==> src/rtl/sram_dc_pkg.sv <==
// Shared constants and state encoding for the data-cache SRAM burst initiator.
// The width constants also size the SRAM instance so the two cannot drift apart.
package sram_dc_pkg;
    localparam int SRAM_ADDR_WIDTH = 6;
    localparam int SRAM_DATA_WIDTH = 32;
    localparam int SRAM_LEN_WIDTH  = 4;

    typedef enum logic [1:0] {
        IDLE  = 2'd0,
        WRITE = 2'd1,
        READ  = 2'd2
    } state_e;
endpackage

==> src/rtl/sram_dc_initiator_if.sv <==
// Client command/data handshakes plus the SRAM pin bundle driven by the initiator.
// The master modport is the initiator; slave is the client/SRAM environment.
interface sram_dc_initiator_if #(
    parameter int ADDR_WIDTH = sram_dc_pkg::SRAM_ADDR_WIDTH,
    parameter int DATA_WIDTH = sram_dc_pkg::SRAM_DATA_WIDTH,
    parameter int LEN_WIDTH  = sram_dc_pkg::SRAM_LEN_WIDTH
);
    logic                  req_valid;
    logic                  req_ready;
    logic                  req_write;
    logic [ADDR_WIDTH-1:0] req_addr;
    logic [LEN_WIDTH-1:0]  req_len;
    logic                  wdata_valid;
    logic                  wdata_ready;
    logic [DATA_WIDTH-1:0] wdata;
    logic                  rdata_valid;
    logic [DATA_WIDTH-1:0] rdata;
    logic                  rdata_last;
    logic                  done;
    logic                  sram_cs_n;
    logic                  sram_wr_n;
    logic [ADDR_WIDTH-1:0] sram_addr;
    logic [DATA_WIDTH-1:0] sram_wdata;
    logic [DATA_WIDTH-1:0] sram_rdata;

    modport master (
        input  req_valid, req_write, req_addr, req_len, wdata_valid, wdata, sram_rdata,
        output req_ready, wdata_ready, rdata_valid, rdata, rdata_last, done,
               sram_cs_n, sram_wr_n, sram_addr, sram_wdata
    );

    modport slave (
        output req_valid, req_write, req_addr, req_len, wdata_valid, wdata, sram_rdata,
        input  req_ready, wdata_ready, rdata_valid, rdata, rdata_last, done,
               sram_cs_n, sram_wr_n, sram_addr, sram_wdata
    );
endinterface

==> src/rtl/sram_dc_initiator.sv <==
// Burst initiator for the single-port data-cache SRAM: one access per cycle,
// wrapping word address, write beats streamed in, read beats streamed out.
module sram_dc_initiator
    import sram_dc_pkg::*;
#(
    parameter int ADDR_WIDTH = SRAM_ADDR_WIDTH,
    parameter int DATA_WIDTH = SRAM_DATA_WIDTH,
    parameter int LEN_WIDTH  = SRAM_LEN_WIDTH
) (
    input  logic               clk,
    input  logic               rst_n,
    sram_dc_initiator_if.master bus
);
    state_e                r_state, w_state_nxt;
    logic [ADDR_WIDTH-1:0] r_addr;
    logic [LEN_WIDTH-1:0]  r_cnt;
    logic                  r_req_ready;
    logic                  r_rd_pend;
    logic                  r_last_pend;
    logic                  r_wr_done;

    logic w_cs_n;
    logic w_wr_n;
    logic w_wdata_ready;
    logic w_issue;
    logic w_accept;
    logic w_final;

    assign w_accept = (r_state == IDLE) && bus.req_valid;
    assign w_final  = w_issue && (r_cnt == '0);

    always_comb begin
        w_state_nxt   = r_state;
        w_cs_n        = 1'b1;
        w_wr_n        = 1'b1;
        w_wdata_ready = 1'b0;
        w_issue       = 1'b0;
        case (r_state)
            IDLE: begin
                if (bus.req_valid) w_state_nxt = bus.req_write ? WRITE : READ;
            end
            WRITE: begin
                w_wdata_ready = 1'b1;
                if (bus.wdata_valid) begin
                    w_cs_n  = 1'b0;
                    w_wr_n  = 1'b0;
                    w_issue = 1'b1;
                    if (r_cnt == '0) w_state_nxt = IDLE;
                end
            end
            READ: begin
                w_cs_n  = 1'b0;
                w_issue = 1'b1;
                if (r_cnt == '0) w_state_nxt = IDLE;
            end
            default: w_state_nxt = IDLE;
        endcase
    end

    // Read data trails the issued address by one cycle, so the valid/last
    // flags are simply the issue qualifiers delayed by one register.
    always_ff @(posedge clk or negedge rst_n) begin
        if (!rst_n) begin
            r_state     <= IDLE;
            r_addr      <= '0;
            r_cnt       <= '0;
            r_req_ready <= 1'b1;
            r_rd_pend   <= 1'b0;
            r_last_pend <= 1'b0;
            r_wr_done   <= 1'b0;
        end else begin
            r_state     <= w_state_nxt;
            r_req_ready <= (w_state_nxt == IDLE);
            if (w_accept) begin
                r_addr <= bus.req_addr;
                r_cnt  <= bus.req_len;
            end else if (w_issue) begin
                r_addr <= r_addr + ADDR_WIDTH'(1);
                r_cnt  <= r_cnt - LEN_WIDTH'(1);
            end
            r_rd_pend   <= w_issue && (r_state == READ);
            r_last_pend <= w_final && (r_state == READ);
            r_wr_done   <= w_final && (r_state == WRITE);
        end
    end

    assign bus.req_ready   = r_req_ready;
    assign bus.wdata_ready = w_wdata_ready;
    assign bus.sram_cs_n   = w_cs_n;
    assign bus.sram_wr_n   = w_wr_n;
    assign bus.sram_addr   = r_addr;
    assign bus.sram_wdata  = bus.wdata;
    assign bus.rdata_valid = r_rd_pend;
    assign bus.rdata       = bus.sram_rdata;
    assign bus.rdata_last  = r_last_pend;
    assign bus.done        = r_wr_done | r_last_pend;
endmodule
==> src/flat_wrapper.sv <==
// flat-port wrapper written by rule: the top's interface ports become plain ports
module sram_dc_initiator_flat import sram_dc_pkg::*;
#(
    parameter int ADDR_WIDTH = SRAM_ADDR_WIDTH,
    parameter int DATA_WIDTH = SRAM_DATA_WIDTH,
    parameter int LEN_WIDTH  = SRAM_LEN_WIDTH
)
  (clk, rst_n, bus_req_valid, bus_req_write, bus_req_addr, bus_req_len, bus_wdata_valid, bus_wdata, bus_sram_rdata, bus_req_ready, bus_wdata_ready, bus_rdata_valid, bus_rdata, bus_rdata_last, bus_done, bus_sram_cs_n, bus_sram_wr_n, bus_sram_addr, bus_sram_wdata);
  sram_dc_initiator_if #(.ADDR_WIDTH(ADDR_WIDTH), .DATA_WIDTH(DATA_WIDTH), .LEN_WIDTH(LEN_WIDTH)) bus_i ();
  input  logic clk;
  input  logic rst_n;
  input wire logic [$bits(bus_i.req_valid)-1:0] bus_req_valid;
  input wire logic [$bits(bus_i.req_write)-1:0] bus_req_write;
  input wire logic [$bits(bus_i.req_addr)-1:0] bus_req_addr;
  input wire logic [$bits(bus_i.req_len)-1:0] bus_req_len;
  input wire logic [$bits(bus_i.wdata_valid)-1:0] bus_wdata_valid;
  input wire logic [$bits(bus_i.wdata)-1:0] bus_wdata;
  input wire logic [$bits(bus_i.sram_rdata)-1:0] bus_sram_rdata;
  output wire logic [$bits(bus_i.req_ready)-1:0] bus_req_ready;
  output wire logic [$bits(bus_i.wdata_ready)-1:0] bus_wdata_ready;
  output wire logic [$bits(bus_i.rdata_valid)-1:0] bus_rdata_valid;
  output wire logic [$bits(bus_i.rdata)-1:0] bus_rdata;
  output wire logic [$bits(bus_i.rdata_last)-1:0] bus_rdata_last;
  output wire logic [$bits(bus_i.done)-1:0] bus_done;
  output wire logic [$bits(bus_i.sram_cs_n)-1:0] bus_sram_cs_n;
  output wire logic [$bits(bus_i.sram_wr_n)-1:0] bus_sram_wr_n;
  output wire logic [$bits(bus_i.sram_addr)-1:0] bus_sram_addr;
  output wire logic [$bits(bus_i.sram_wdata)-1:0] bus_sram_wdata;
  assign bus_i.req_valid = bus_req_valid;
  assign bus_i.req_write = bus_req_write;
  assign bus_i.req_addr = bus_req_addr;
  assign bus_i.req_len = bus_req_len;
  assign bus_i.wdata_valid = bus_wdata_valid;
  assign bus_i.wdata = bus_wdata;
  assign bus_i.sram_rdata = bus_sram_rdata;
  assign bus_req_ready = bus_i.req_ready;
  assign bus_wdata_ready = bus_i.wdata_ready;
  assign bus_rdata_valid = bus_i.rdata_valid;
  assign bus_rdata = bus_i.rdata;
  assign bus_rdata_last = bus_i.rdata_last;
  assign bus_done = bus_i.done;
  assign bus_sram_cs_n = bus_i.sram_cs_n;
  assign bus_sram_wr_n = bus_i.sram_wr_n;
  assign bus_sram_addr = bus_i.sram_addr;
  assign bus_sram_wdata = bus_i.sram_wdata;
  sram_dc_initiator #(.ADDR_WIDTH(ADDR_WIDTH), .DATA_WIDTH(DATA_WIDTH), .LEN_WIDTH(LEN_WIDTH)) u_core (.clk(clk), .rst_n(rst_n), .bus(bus_i));
endmodule
==> config.mk <==
export PLATFORM = sky130hd
export DESIGN_NAME = sram_dc_initiator_flat
export DESIGN_NICKNAME = d
export VERILOG_FILES = /design/src/rtl/sram_dc_pkg.sv /design/src/rtl/sram_dc_initiator_if.sv /design/src/rtl/sram_dc_initiator.sv /design/src/flat_wrapper.sv
export SDC_FILE = /design/constraint.sdc
export NUM_CORES = 1
export LEC_CHECK = 0
export ABC_AREA = 1
export CAP_MARGIN = 10
export CELL_PAD_IN_SITES_DETAIL_PLACEMENT = 0
export CELL_PAD_IN_SITES_GLOBAL_PLACEMENT = 2
export CORE_MARGIN = 1.5
export CORE_UTILIZATION = 13
export CTS_BUF_LIST = sky130_fd_sc_hd__clkbuf_8
export DETAILED_ROUTE_END_ITERATION = 10
export PLACE_DENSITY = 0.93
export SETUP_SLACK_MARGIN = 0.4
export SYNTH_ARGS = -nofsm -noshare
export SYNTH_HDL_FRONTEND = slang
export SYNTH_SLANG_ARGS = --single-unit
==> constraint.sdc <==
create_clock -name clk -period 1.72 [get_ports clk]
set_clock_uncertainty 0.15 [all_clocks]
set_input_delay 0.344 -clock clk [delete_from_list [all_inputs] [get_ports clk]]
set_output_delay 0.344 -clock clk [all_outputs]
set_load 0.005 [all_outputs]
-- Word-level counts from Yosys, hierarchy flattened
Cells that the tools add are included.
W data, S select, Z words.
- register bits: 16
- input port bits: 79
- output and inout bits: 77
- word-level logic and storage cells: 36
- reductions and logical operators: 9
- bitwise logic cells: 1
- mux-type cells: 15
- equal/unequal tests: 2
- add/subtract/negate cells: 2
- operator list (operator ; number):
    $mux W6 ; 2
    $mux W2 ; 4
    $mux W4 ; 2
    $add A6 B1 Y6 const B ; 1
    $pmux W2 S3 ; 1
    $logic_and A1 B1 Y1 ; 5
    $logic_not A2 Y1 ; 2
    $logic_not A4 Y1 ; 1
    $mux W1 ; 4
    $pmux W1 S2 ; 2
    $sub A4 B1 Y4 const B ; 1
    $eq A2 B1 Y1 const B ; 1
    $eq A2 B2 Y1 const B ; 1
    $reduce_bool A2 Y1 ; 1
    $or A1 B1 Y1 ; 1

-- Longest topological paths before layout
- depth in word-level cells: 5
- gate-level depth with buffers: 10
- gate-level depth less buffers: 10

-- Least setup slack after synthesis
OpenSTA, ideal clock, no wires.
- path type: register to output
- start: register u_core.r_state[1]
- end: output bus_sram_cs_n
- data arrival time: 1.042 ns
- path buffers: 0
- data required time: 1.226 ns
- setup slack: 0.184 ns
- cell stages (with the launch flop): 6
- cells stage by stage: dfrtp_1 inv_1 ha_1 inv_1 or2_1 nand2_1
- word-level cells in the longest chain between the ends: 2
- elaborated cells between the ends (all ways): 3
- those cells by class: eq/ne: 2; mux: 1
- ends and longest elaborated chain (what ; RTL line ; source):
    start: declaration ; sram_dc_initiator.sv:14 ; state_e r_state, w_state_nxt;
    start signal: assignment ; sram_dc_initiator.sv:72 ; r_state <= w_state_nxt;
    $eq A2 B2 Y1 / $eq A2 B1 Y1 (equally long branches) ; sram_dc_initiator.sv:38 ; case (r_state)
    $pmux W1 S2 (*) ; sram_dc_initiator.sv:38 ;
    end: declaration ; flat_wrapper.sv:25 ; output wire logic [$bits(bus_i.sram_cs_n)-1:0] bus_sram_cs_n;
Every way passes the cells marked *; elsewhere a longest branch is shown, timed or not.

-- Worst setup path in the final report
Ends and elaborated chain as after synthesis.

==> results.md <==
* Status: finished with violations
* Failing checks: setup timing
* Endpoint class of the critical path: output port
* Reg-to-Reg Start: u_core.r_state[0]
* Detailed placement HPWL at 2490 um
* Final WS setup at -0.0514 ns
* Largest net degree at the start of global routing at 17
* Cell area after placement at 1560 um^2
* Post-layout instance area at 1930 um^2
* Drt initial violations at 47
* Pre-CTS setup slack at -0.351 ns
* Routed wire length at 3510 um
* DR vias at 1045
* Initial Util at 0.133
* DIE AREA at 11700 um^2
* Drc violations at 0
* Sequential Area at 403 um^2
* Routed vias/inst at 3.28
* RSZ-0062 raised after global routing: yes
* VDD IR max at 0.354 mV
* Critical path class: register to output port
* Crit path from: u_core.r_state[1]
* I/O Buffers at 27
* Final Hold Vio Count at 0
* Ports at 156
* Clock Tree Root: clkbuf_8
* CP required at 1.23 ns
* Netlist cell types at 26
* Tightest Hold Check Type: input port to async pin
* ANT cells at 0
* Total congestion overflow at 0
* Total GRT Usage at 0.0612
* Mapped cell area at 1440 um^2
* ANT nets after route at 0
* Share of post-route cells with drive strength above 1 at 0.520
* Pins Over Slew Limit at 0
* Area of the multi-input gates at 702 um^2
* Number of CTS-inserted buffers at 3
* Chip height at 108 um
* Core area at 10800 um^2
* DR pass1 iterations at 4
* Synth warn at 0
* Total power at 3.38 mW
* Gpl congestion at 0.731
* Leak Pwr at 0.833 nW
* First-pass GRT wire length at 5490 um
* Hold_buf cts at 0
* Register-to-register setup slack at 0.06 ns
* Routed len/inst at 11.0 um
* # rows at 38
* Worst EP arrival at 1.28 ns
* Yosys reg bits at 16
* TritonCTS clock tree: done
* Syn_nets at 267
* Post-layout util at 0.178
* Sequential area share after synthesis at 0.279
* Final setup viols at 1
* CTS H-tree depth at 1
* Worst slew pin tran at 0.244 ns
* Clock net sink count at 16
* Final Cycle Share at 1.03
* Max-slew headroom at 0.837
* Final TNS setup at -0.0514 ns
* Power per cell area at 1750 nW/um^2
* Crit start category: register
* DIE WIDTH at 108 um
* Initial antenna violation count at 0
* Vias in the first global route at 1125
* Filler Cell Count at 1222
* Max Fclk at 565 MHz
* Maxcap violations at 0
* Clk Latency, worst-skew pair at 0.25 ns
* NumNets Final at 266
* Syn avg cell area at 7.96 um^2
* Critical Path Fanout Max at 2
* Worst-path clk slew at 0.07 ns
* Area Growth Syn to Fin at 34.0%
* Fin crit period at 1.77 ns
* Clk buf depth at 2
* Cells after Synth at 181
-- power breakdown --
| group | switching (mW) | internal (mW) | total (mW) |
|---|---|---|---|
| Clock | 0.136 | 0.203 | 0.340 |
| Sequential | 0.106 | 0.555 | 0.662 |
| Combinational | 1.18 | 1.19 | 2.37 |
| Total | 1.42 | 1.95 | 3.38 |
-- flip-flops by register name, summed over array words and instances, names as in the netlist --
signal / count
u_core.r_cnt: 4
u_core.bus.rdata_valid: 1
u_core.bus.rdata_last: 1
u_core.r_state: 2
u_core.bus.req_ready: 1
u_core.bus.sram_addr: 6
u_core.r_wr_done: 1
-- routing by layer --
layer  track usage  part of all wire  vias to the layer above  routed length [um]
li1              -                 -                      504                   -
met1        0.0643              0.38                      493                1330
met2         0.104              0.53                       30                1850
met3        0.0193             0.067                       18                 234
met4        0.0414             0.028                        0                  97
met5             0                 0                        -                   0
-- placed cells by master (no fill, tap or decap), drive strengths merged --
cell	synthesis	layout
clkbuf	0	5
ha	7	7
o211ai	2	2
o21ai	14	14
xnor2	3	3
nor3	1	1
dfrtp	15	15
a21oi	3	3
dfstp	1	1
nand2	32	33
inv	12	12
buf	66	44
nand4	1	1
a22oi	1	1
dlymetal6s2s	0	1
nand3	4	4
xor2	1	1
nor2	14	14
a31oi	2	2
or2	2	2
clkdlybuf4s50	0	13
-- logic make-up after synthesis --
kind of cell | Yosys count | share of synthesized area
compound gates | 22 | 0.0834
xor+xnor | 4 | 0.0243
fa+ha+maj | 7 | 0.0608
buf+inv | 78 | 0.383
flops | 16 | 0.279
simple gates | 54 | 0.169
-- synthesized netlist by cell type (all sizes together) --
cell type  number  area (um^2)
dfstp           1         26.3
nand3           4         20.0
xor2            1         8.76
a31oi           2         12.5
o21ai          14         70.1
o211ai          2         15.0
a21oi           3         15.0
buf            66          507
inv            12         45.0
nand4           1         6.26
nand2          32          143
nor3            1         5.00
xnor2           3         26.3
nor2           14         57.6
or2             2         12.5
ha              7         87.6
dfrtp          15          375
a22oi           1         7.51
-- critical path: stages (launching register included) --
cell	delay, ns
dfrtp_2	0.40
inv_2	0.07
ha_4	0.13
inv_2	0.04
or2_4	0.23
nand2_2	0.05
buf_2	0.10
-- stage by stage --
| step | hold slack (ns) | cells |
|---|---|---|
| 2_1_floorplan | -0.102 | 181 |
| 3_3_place_gp | 0.363 | 298 |
| 3_5_place_dp | 0.376 | 298 |
| 4_1_cts | 0.269 | 316 |
| 5_1_grt | 0.309 | 319 |
| 6_report | 0.265 | 319 |
-- final cells by class --
class                   instances  area share
well taps                     140      0.0908
inverters                      12      0.0337
repair buffers                 59       0.274
flip-flops and latches         16       0.209
multi-input cells              88       0.364
clock buffers                   4      0.0285
-- worst paths after layout --
kind                                            to  depth (start not counted)
max                                  bus_sram_cs_n                          6
min reg2reg                        u_core.r_cnt[3]                          2
min                        u_core.bus.sram_addr[1]                          2
max in group asynchronous     u_core.bus.req_ready                          2
max reg2reg                u_core.bus.sram_addr[0]                         10
min in group clk                   u_core.r_cnt[3]                          2
-- what timing repair did --
item                                    CTS  global route
cloned                                    1             0
endpoints found under the setup margin   28            21
resized for setup                        83            32
buffers inserted                         13             3
pin swaps                                14            15
No activity file was read; power rests on OpenSTA's default activity.
